--- src/rtl/fakeram_pkg.sv ---
// Shared constants and request payload for the fakeram_64x22 macro and its controller.
package fakeram_pkg;

    localparam int unsigned BITS       = 22;
    localparam int unsigned WORD_DEPTH = 64;
    localparam int unsigned ADDR_WIDTH = 6;
    localparam int unsigned RSP_DEPTH  = 3;
    localparam int unsigned CNT_W      = $clog2(RSP_DEPTH + 1);

    typedef struct packed {
        logic                  we;
        logic [ADDR_WIDTH-1:0] addr;
        logic [BITS-1:0]       wdata;
    } req_t;

endpackage

--- src/rtl/fakeram_64x22_req_ctrl_if.sv ---
// Client-side request/response handshake bundle for the fakeram_64x22 controller.
interface fakeram_64x22_req_ctrl_if;
    import fakeram_pkg::*;

    logic                  req_valid;
    logic                  req_ready;
    logic                  req_we;
    logic [ADDR_WIDTH-1:0] req_addr;
    logic [BITS-1:0]       req_wdata;
    logic                  rsp_valid;
    logic                  rsp_ready;
    logic [BITS-1:0]       rsp_rdata;

    modport master (
        output req_valid, req_we, req_addr, req_wdata, rsp_ready,
        input  req_ready, rsp_valid, rsp_rdata
    );

    modport slave (
        input  req_valid, req_we, req_addr, req_wdata, rsp_ready,
        output req_ready, rsp_valid, rsp_rdata
    );

endinterface

--- src/rtl/fakeram_rsp_fifo.sv ---
// Synchronous response FIFO with occupancy count; rdata shows the head entry.
module fakeram_rsp_fifo
    import fakeram_pkg::*;
#(
    parameter int unsigned DEPTH = RSP_DEPTH,
    parameter int unsigned W     = BITS
) (
    input  logic                       clk,
    input  logic                       reset,
    input  logic                       push,
    input  logic                       pop,
    input  logic [W-1:0]               wdata,
    output logic [W-1:0]               rdata,
    output logic [$clog2(DEPTH+1)-1:0] count
);

    localparam int unsigned CW    = $clog2(DEPTH + 1);
    localparam int unsigned PTR_W = (DEPTH > 1) ? $clog2(DEPTH) : 1;

    logic [W-1:0]     mem [DEPTH];
    logic [PTR_W-1:0] wr_ptr;
    logic [PTR_W-1:0] rd_ptr;

    function automatic logic [PTR_W-1:0] ptr_inc(input logic [PTR_W-1:0] p);
        return (p == PTR_W'(DEPTH - 1)) ? '0 : p + PTR_W'(1);
    endfunction

    always_ff @(posedge clk) begin
        if (reset) begin
            wr_ptr <= '0;
            rd_ptr <= '0;
            count  <= '0;
        end else begin
            if (push) wr_ptr <= ptr_inc(wr_ptr);
            if (pop)  rd_ptr <= ptr_inc(rd_ptr);
            if (push && !pop)      count <= count + CW'(1);
            else if (!push && pop) count <= count - CW'(1);
        end
    end

    // Storage needs no reset; only entries below count are ever presented.
    always_ff @(posedge clk) begin
        if (push && !reset) mem[wr_ptr] <= wdata;
    end

    assign rdata = mem[rd_ptr];

    a_no_push_full: assert property (@(posedge clk) disable iff (reset)
        !(push && count == CW'(DEPTH)));
    a_no_pop_empty: assert property (@(posedge clk) disable iff (reset)
        !(pop && count == '0));

endmodule

--- src/rtl/fakeram_64x22_req_ctrl.sv ---
// Request controller for fakeram_64x22: credit-gated issue to the macro, in-order read responses.
module fakeram_64x22_req_ctrl
    import fakeram_pkg::*;
(
    input  logic                  clk,
    input  logic                  reset,
    fakeram_64x22_req_ctrl_if.slave bus,
    output logic                  ce_in,
    output logic                  we_in,
    output logic [ADDR_WIDTH-1:0] addr_in,
    output logic [BITS-1:0]       wd_in,
    input  logic [BITS-1:0]       rd_out
);

    localparam int unsigned SUM_W = CNT_W + 1;

    logic [CNT_W-1:0] fifo_count;
    logic             rd_inflight;
    logic             fire;
    logic             pop;
    req_t             req;

    assign req = '{we: bus.req_we, addr: bus.req_addr, wdata: bus.req_wdata};

    // Credits count queued responses plus the read whose data lands next cycle.
    assign bus.req_ready = !reset &&
        ((SUM_W'(fifo_count) + SUM_W'(rd_inflight)) < SUM_W'(RSP_DEPTH));
    assign fire = bus.req_valid && bus.req_ready;

    // Macro pins are forced to zero whenever nothing is issued.
    always_comb begin
        ce_in   = 1'b0;
        we_in   = 1'b0;
        addr_in = '0;
        wd_in   = '0;
        if (fire) begin
            ce_in   = 1'b1;
            we_in   = req.we;
            addr_in = req.addr;
            wd_in   = req.wdata;
        end
    end

    always_ff @(posedge clk) begin
        if (reset) rd_inflight <= 1'b0;
        else       rd_inflight <= fire && !req.we;
    end

    assign bus.rsp_valid = !reset && (fifo_count != '0);
    assign pop           = bus.rsp_valid && bus.rsp_ready;

    fakeram_rsp_fifo #(
        .DEPTH (RSP_DEPTH),
        .W     (BITS)
    ) u_rsp_fifo (
        .clk   (clk),
        .reset (reset),
        .push  (rd_inflight),
        .pop   (pop),
        .wdata (rd_out),
        .rdata (bus.rsp_rdata),
        .count (fifo_count)
    );

endmodule
--- src/flat_wrapper.sv ---
// flat-port wrapper written by rule: the top's interface ports become plain ports
module fakeram_64x22_req_ctrl_flat import fakeram_pkg::*;
  (clk, reset, ce_in, we_in, addr_in, wd_in, rd_out, bus_req_valid, bus_req_we, bus_req_addr, bus_req_wdata, bus_rsp_ready, bus_req_ready, bus_rsp_valid, bus_rsp_rdata);
  fakeram_64x22_req_ctrl_if bus_i ();
  input  logic clk;
  input  logic reset;
  output logic ce_in;
  output logic we_in;
  output logic [ADDR_WIDTH-1:0] addr_in;
  output logic [BITS-1:0] wd_in;
  input  logic [BITS-1:0] rd_out;
  input wire logic [$bits(bus_i.req_valid)-1:0] bus_req_valid;
  input wire logic [$bits(bus_i.req_we)-1:0] bus_req_we;
  input wire logic [$bits(bus_i.req_addr)-1:0] bus_req_addr;
  input wire logic [$bits(bus_i.req_wdata)-1:0] bus_req_wdata;
  input wire logic [$bits(bus_i.rsp_ready)-1:0] bus_rsp_ready;
  output wire logic [$bits(bus_i.req_ready)-1:0] bus_req_ready;
  output wire logic [$bits(bus_i.rsp_valid)-1:0] bus_rsp_valid;
  output wire logic [$bits(bus_i.rsp_rdata)-1:0] bus_rsp_rdata;
  assign bus_i.req_valid = bus_req_valid;
  assign bus_i.req_we = bus_req_we;
  assign bus_i.req_addr = bus_req_addr;
  assign bus_i.req_wdata = bus_req_wdata;
  assign bus_i.rsp_ready = bus_rsp_ready;
  assign bus_req_ready = bus_i.req_ready;
  assign bus_rsp_valid = bus_i.rsp_valid;
  assign bus_rsp_rdata = bus_i.rsp_rdata;
  fakeram_64x22_req_ctrl u_core (.clk(clk), .reset(reset), .bus(bus_i), .ce_in(ce_in), .we_in(we_in), .addr_in(addr_in), .wd_in(wd_in), .rd_out(rd_out));
endmodule
--- config.mk ---
export PLATFORM = sky130hd
export DESIGN_NAME = fakeram_64x22_req_ctrl_flat
export DESIGN_NICKNAME = d
export VERILOG_FILES = /design/src/rtl/fakeram_pkg.sv /design/src/rtl/fakeram_64x22_req_ctrl_if.sv /design/src/rtl/fakeram_rsp_fifo.sv /design/src/rtl/fakeram_64x22_req_ctrl.sv /design/src/flat_wrapper.sv
export SDC_FILE = /design/constraint.sdc
export NUM_CORES = 1
export LEC_CHECK = 0
export ABC_AREA = 0
export BUFFER_PORTS_ARGS = -buffer_cell sky130_fd_sc_hd__buf_2
export CORE_UTILIZATION = 45
export CTS_BUF_LIST = sky130_fd_sc_hd__clkbuf_8
export DETAILED_ROUTE_END_ITERATION = 8
export PLACE_DENSITY_LB_ADDON = 0.25
export SLEW_MARGIN = 25
export SYNTH_ARGS = -nofsm -noshare
export SYNTH_HDL_FRONTEND = slang
export SYNTH_SLANG_ARGS = --single-unit
--- constraint.sdc ---
create_clock -name clk -period 3.5 [get_ports clk]
set_input_delay 0.7 -clock clk [delete_from_list [all_inputs] [get_ports clk]]
set_output_delay 0.7 -clock clk [all_outputs]
set_load 0.1 [all_outputs]
== Word-level counts from Yosys, hierarchy flattened ==
Memories as Yosys holds them, arrays and structs flattened. A register that Yosys moved wholly into a read port is not among the register bits.
Cells that the tools add are included.
Operators by class
  $add $sub $neg: 5
  $lt $le $gt $ge: 1
  eq/ne operators: 2
  multiplexer cells: 12
  reductions and logical operators: 14
Operator list (number)
  $mux 22: 1
  $mux 2: 6
  $logic_and 1x1->1: 8
  $add 2x1->2 const B: 3
  $mux 6: 1
  $eq 2x2->1 const B: 2
  $logic_not 1->1: 4
  $mux 1: 4
  $reduce_bool 2->1: 2
  $add 2x1->3: 1
  $lt 3x2->1 const B: 1
  $sub 2x1->2 const B: 1
Storage, ports and cells
  register bits: 7
  RAM bits: 66
  memories: 1
Memory list
  u_core.u_rsp_fifo.mem: words 3, width 22, read ports 1, clocked after memory_dff 1, wr ports 1, line fakeram_rsp_fifo.sv:20  | logic [W-1:0] mem [DEPTH];

== Longest topological paths before layout ==
  depth in word-level cells: 6
  gate-level depth with buffers: 7
  mapped depth without buffers: 7

== By module ==
Synthesis repeated with hierarchy kept, for this count alone.
Second synthesis, totals
  cells, all modules: 217
  area total of the unflattened synthesis: 3080.5 sq um
By module, submodules not included
  fakeram_rsp_fifo: instances 1, cells an instance 173, area an instance 2755.1 sq um, seq. area each 2142.1 sq um
  fakeram_64x22_req_ctrl: instances 1, cells an instance 44, area an instance 325.3 sq um, seq. area each 20.0 sq um

== Worst setup path before layout ==
Ideal clock, no wire load.
  path type: flip-flop to output port
  from: reg (tool-made name)
  to: out bus_rsp_rdata[10]
  data arrival time: 2818 ps
  path slack: -18 ps
  stages on the path, launching flop included: 5
  cells stage by stage: dfxtp_1 buf_2 buf_4 mux2i_1 o21ai_0
RTL lines
  to (decl): line flat_wrapper.sv:19  | output wire logic [$bits(bus_i.rsp_rdata)-1:0] bus_rsp_rdata;

== Final worst setup path ==
  from: reg u_core.rd_inflight
  to: out wd_in[21]
On the way
  longest elaborated chain between the ends: 5
Ends and longest elaborated chain
  from (decl): line fakeram_64x22_req_ctrl.sv:18  | logic rd_inflight;
  from (signal assigned): line fakeram_64x22_req_ctrl.sv:46  | else rd_inflight <= fire && !req.we;
  $add 2x1->3: line fakeram_64x22_req_ctrl.sv:27  | ((SUM_W'(fifo_count) + SUM_W'(rd_inflight)) < SUM_W'(RSP_DEPTH));
  $lt 3x2->1: line fakeram_64x22_req_ctrl.sv:27
  $logic_and 1x1->1: line fakeram_64x22_req_ctrl.sv:26  | assign bus.req_ready = !reset &&
  $logic_and 1x1->1: line fakeram_64x22_req_ctrl.sv:28  | assign fire = bus.req_valid && bus.req_ready;
  $mux 22: line fakeram_64x22_req_ctrl.sv:36  | if (fire) begin
  to (decl): line flat_wrapper.sv:10  | output logic [BITS-1:0] wd_in;
Every way passes these cells.

==> out/metrics.cfg <==
[global_route]
overflow=0
antenna_found_initial=0
gr-usage-all-layers=0.1665
grt_pass1_vias=1927
grt_start_max_net_pins=32
grt_pass1_wl_um=8880

[logic_synthesis]
syn_area_um2=3077
yosysWarnings=0
synth_area_leader_cell=edfxtp_1
syn_avg_cell_area_um2=14.18
ys_seq_area_frac=0.7027
ys_ff_latch=75
synth_cell_type_count=24
postSynthCellCount=217
synth_top_area_frac=0.6442
synth_area_leaders=edfxtp_1, mux2i_1, and3_1
synth_fp_nets=275

[die]
row_count=29
dieHeight_um=84.69
start_util=0.4764
die_area_um2=7172
core_area_um2=6459
num_io_pins=109
die_x_um=84.69

[worst_setup_path]
arrival_ps=2340
crit_chain=ha_1, ha_1, a211oi_4, buf_4, and3_1, buf_2
cp_max_fo=31
crit_buf_inv=2
worstSetupPathType=reg2out
worstSetupStartpoint=u_core.rd_inflight$_SDFF_PP0_
regToRegSetupSlack_ps=1770
path_depth=6
start_kind=register
reg2reg_depth=6
endpoint=wd_in[21]
slowest_delay_ps=430
critPathRequiredTime_ps=2800
critPathSlowestCell=buf_2
cp_top_family=buffers and inverters
r2r-start=u_core.rd_inflight$_SDFF_PP0_
endpoint_kind=output port
worst_path_most_repeated_cell=ha_1
r2r-end=u_core.rd_inflight$_SDFF_PP0_

[timing]
grt_setup_unrepaired=false
post-route-min-period_ps=3044
worst_clock_skew_ps=7.268
fin_tns_setup_ps=0
fmax_mhz=328.5
final_hold_viol_count=0
tightest_slew_ps=912.8
slew_violations=0
fin_crit_sh=0.8698
finalWorstSetupSlack_ps=455.7
setup_viol_count_final=0
slew_headroom=0.3907

[outcome]
status=finished with violations
failed_checks=design-rule violations

[cells_and_area]
nNetsFinal=386
fin_cells=410
diodes=0
multi_input_comb_area_um2=833.3
seqCellArea_um2=2162
fill_cells=526
syn_to_final_growth_pct=29.48
drive_gt1_frac=0.4084

[clock_tree]
cts_num_sinks=75
clkTransAtPathRegs_ps=80
clock_path_buffers=2
cts-hold-fix-buffers=0
htree_levels=3
post_cts_resized=0
cts_tree=done
post_cts_buffers=0
cts_buffers=9
clk_latency_ps=330
ctsRootBufferMaster=clkbuf_8

[place]
dp_slack_ps=811.3
dp_hpwl_um=3863
gp_congestion=0.7912
place_inst=394
io_buffer_count=108

[power_and_ir_drop]
leakage_nw=1.655
p_switching_w=0.0006904
peakVddDrop_mv=0.2466
p_clk_frac=0.386
internal_power_w=0.001699
seq_power_share=0.419
p_comb_frac=0.195
swShare=0.2889
p_per_area_nw_per_um2=599.8

[drt]
drtIter0Drc=82
drc=2
num_vias=2070
wl_per_cell_um=13.94
viasPerCell=5.049
first_pass_iters=8
ant_nets=0
wirelength_um=5715

[job]
drv_cap=0

[worst_hold_path]
hold_path_class=reg2reg
whs_path_depth=2

-- how the worst min path moves through the flow --
stage / from / end / slack, ps
4_1_cts: u_core.u_rsp_fifo.rd_ptr[1]$_SDFFE_PP0P_ / u_core.u_rsp_fifo.rd_ptr[1]$_SDFFE_PP0P_ / 500
5_1_grt: u_core.u_rsp_fifo.rd_ptr[1]$_SDFFE_PP0P_ / u_core.u_rsp_fifo.rd_ptr[1]$_SDFFE_PP0P_ / 530
3_5_place_dp: u_core.u_rsp_fifo.rd_ptr[1]$_SDFFE_PP0P_ / register / 480
6_report: u_core.u_rsp_fifo.rd_ptr[1]$_SDFFE_PP0P_ / u_core.u_rsp_fifo.rd_ptr[1]$_SDFFE_PP0P_ / 500
3_3_place_gp: u_core.u_rsp_fifo.rd_ptr[1]$_SDFFE_PP0P_ / u_core.u_rsp_fifo.rd_ptr[1]$_SDFFE_PP0P_ / 470
2_1_floorplan: u_core.u_rsp_fifo.rd_ptr[0]$_SDFFE_PP0P_ / register / 450
-- cells in the final DEF (no fill, tap or decap), drive strengths merged, types with 2 or more instances in the layout --
cell type	n
dfxtp	9
edfxtp	66
or3	2
ha	3
o21ai	24
a21oi	3
clkbuf	9
xor2	2
and3	29
nand2	26
bufinv	5
nor3b	2
mux2i	23
buf	115
nor2	6
-- synth_stat cells --
master	count
o21ai_2	1
a21oi_1	3
and2b_1	1
edfxtp_1	66
buf_2	2
or3_1	2
buf_6	4
mux2_2	1
ha_1	3
nor2_1	6
nand2_1	26
nor3_1	1
dfxtp_1	9
clkbuf_1	7
nand2b_1	1
and3_1	29
or3b_1	1
o21ai_0	23
xor2_1	2
buf_4	2
nor3b_1	2
and2_1	1
mux2i_1	23
a211oi_4	1
-- worst register-to-register path: stages (launching register included) --
cell      delay, ps
dfxtp_1         370
ha_1            220
ha_1            310
a211oi_4        230
buf_4           260
and2_1          170
and2b_1         120
-- through the flow --
step           hold WS (ps)  total power (W)  instance area, um^2  utilization
5_1_grt               527.4         0.002466                 3984       0.6168
6_report              498.5         0.002389                 3984       0.6168
3_5_place_dp          475.9         0.001489                 3697       0.5725
3_3_place_gp          469.9         0.001485                 3697       0.5725
4_1_cts               497.5         0.002403                 3984       0.6168
2_1_floorplan         449.4         0.001407                 3077            -
-- logic make-up after synthesis --
kind of cell,share of synthesized area
DFF,0.7027
and+or+nand+nor,0.1179
AOI/OAI and AO/OA,0.05165
muxes,0.07849
buffers and inverters,0.03131
adders and majority gates,0.01220
xor gates and xnor gates,0.005694
-- power groups by stage --
| stage | logic [W] | registers, W | clock network, W |
|---|---|---|---|
| after detailed placement | 0.000467 | 0.00102 | 0 |
| after global placement | 0.000462 | 0.00102 | 0 |
| final | 0.000465 | 0.00100 | 0.000922 |
| after floorplan | 0.000394 | 0.00101 | 0 |
| after global routing | 0.000484 | 0.00100 | 0.000978 |
| after CTS | 0.000468 | 0.00100 | 0.000933 |
-- layer usage --
metal  track usage  share of wire
met1        0.1732           0.38
met2        0.3141           0.53
met3       0.04916          0.068
met4       0.06317          0.016
met5             0              0
-- cell type report --
type | instances | share of cell area
multi-input combinational | 127 | 0.2092
clock inverter | 7 | 0.04083
tap | 77 | 0.02418
timing repair buffer | 115 | 0.1520
sequential | 75 | 0.5427
clock buffer | 9 | 0.03109
-- sequential cells by signal, summed over array words and instances (netlist names), named ones only --
name and flops:
u_core.u_rsp_fifo.wr_ptr 2, u_core.rd_inflight 1, u_core.u_rsp_fifo.count 2, u_core.u_rsp_fifo.rd_ptr 2
u_core.u_rsp_fifo.mem 66
(Power assumes the default switching activity.)
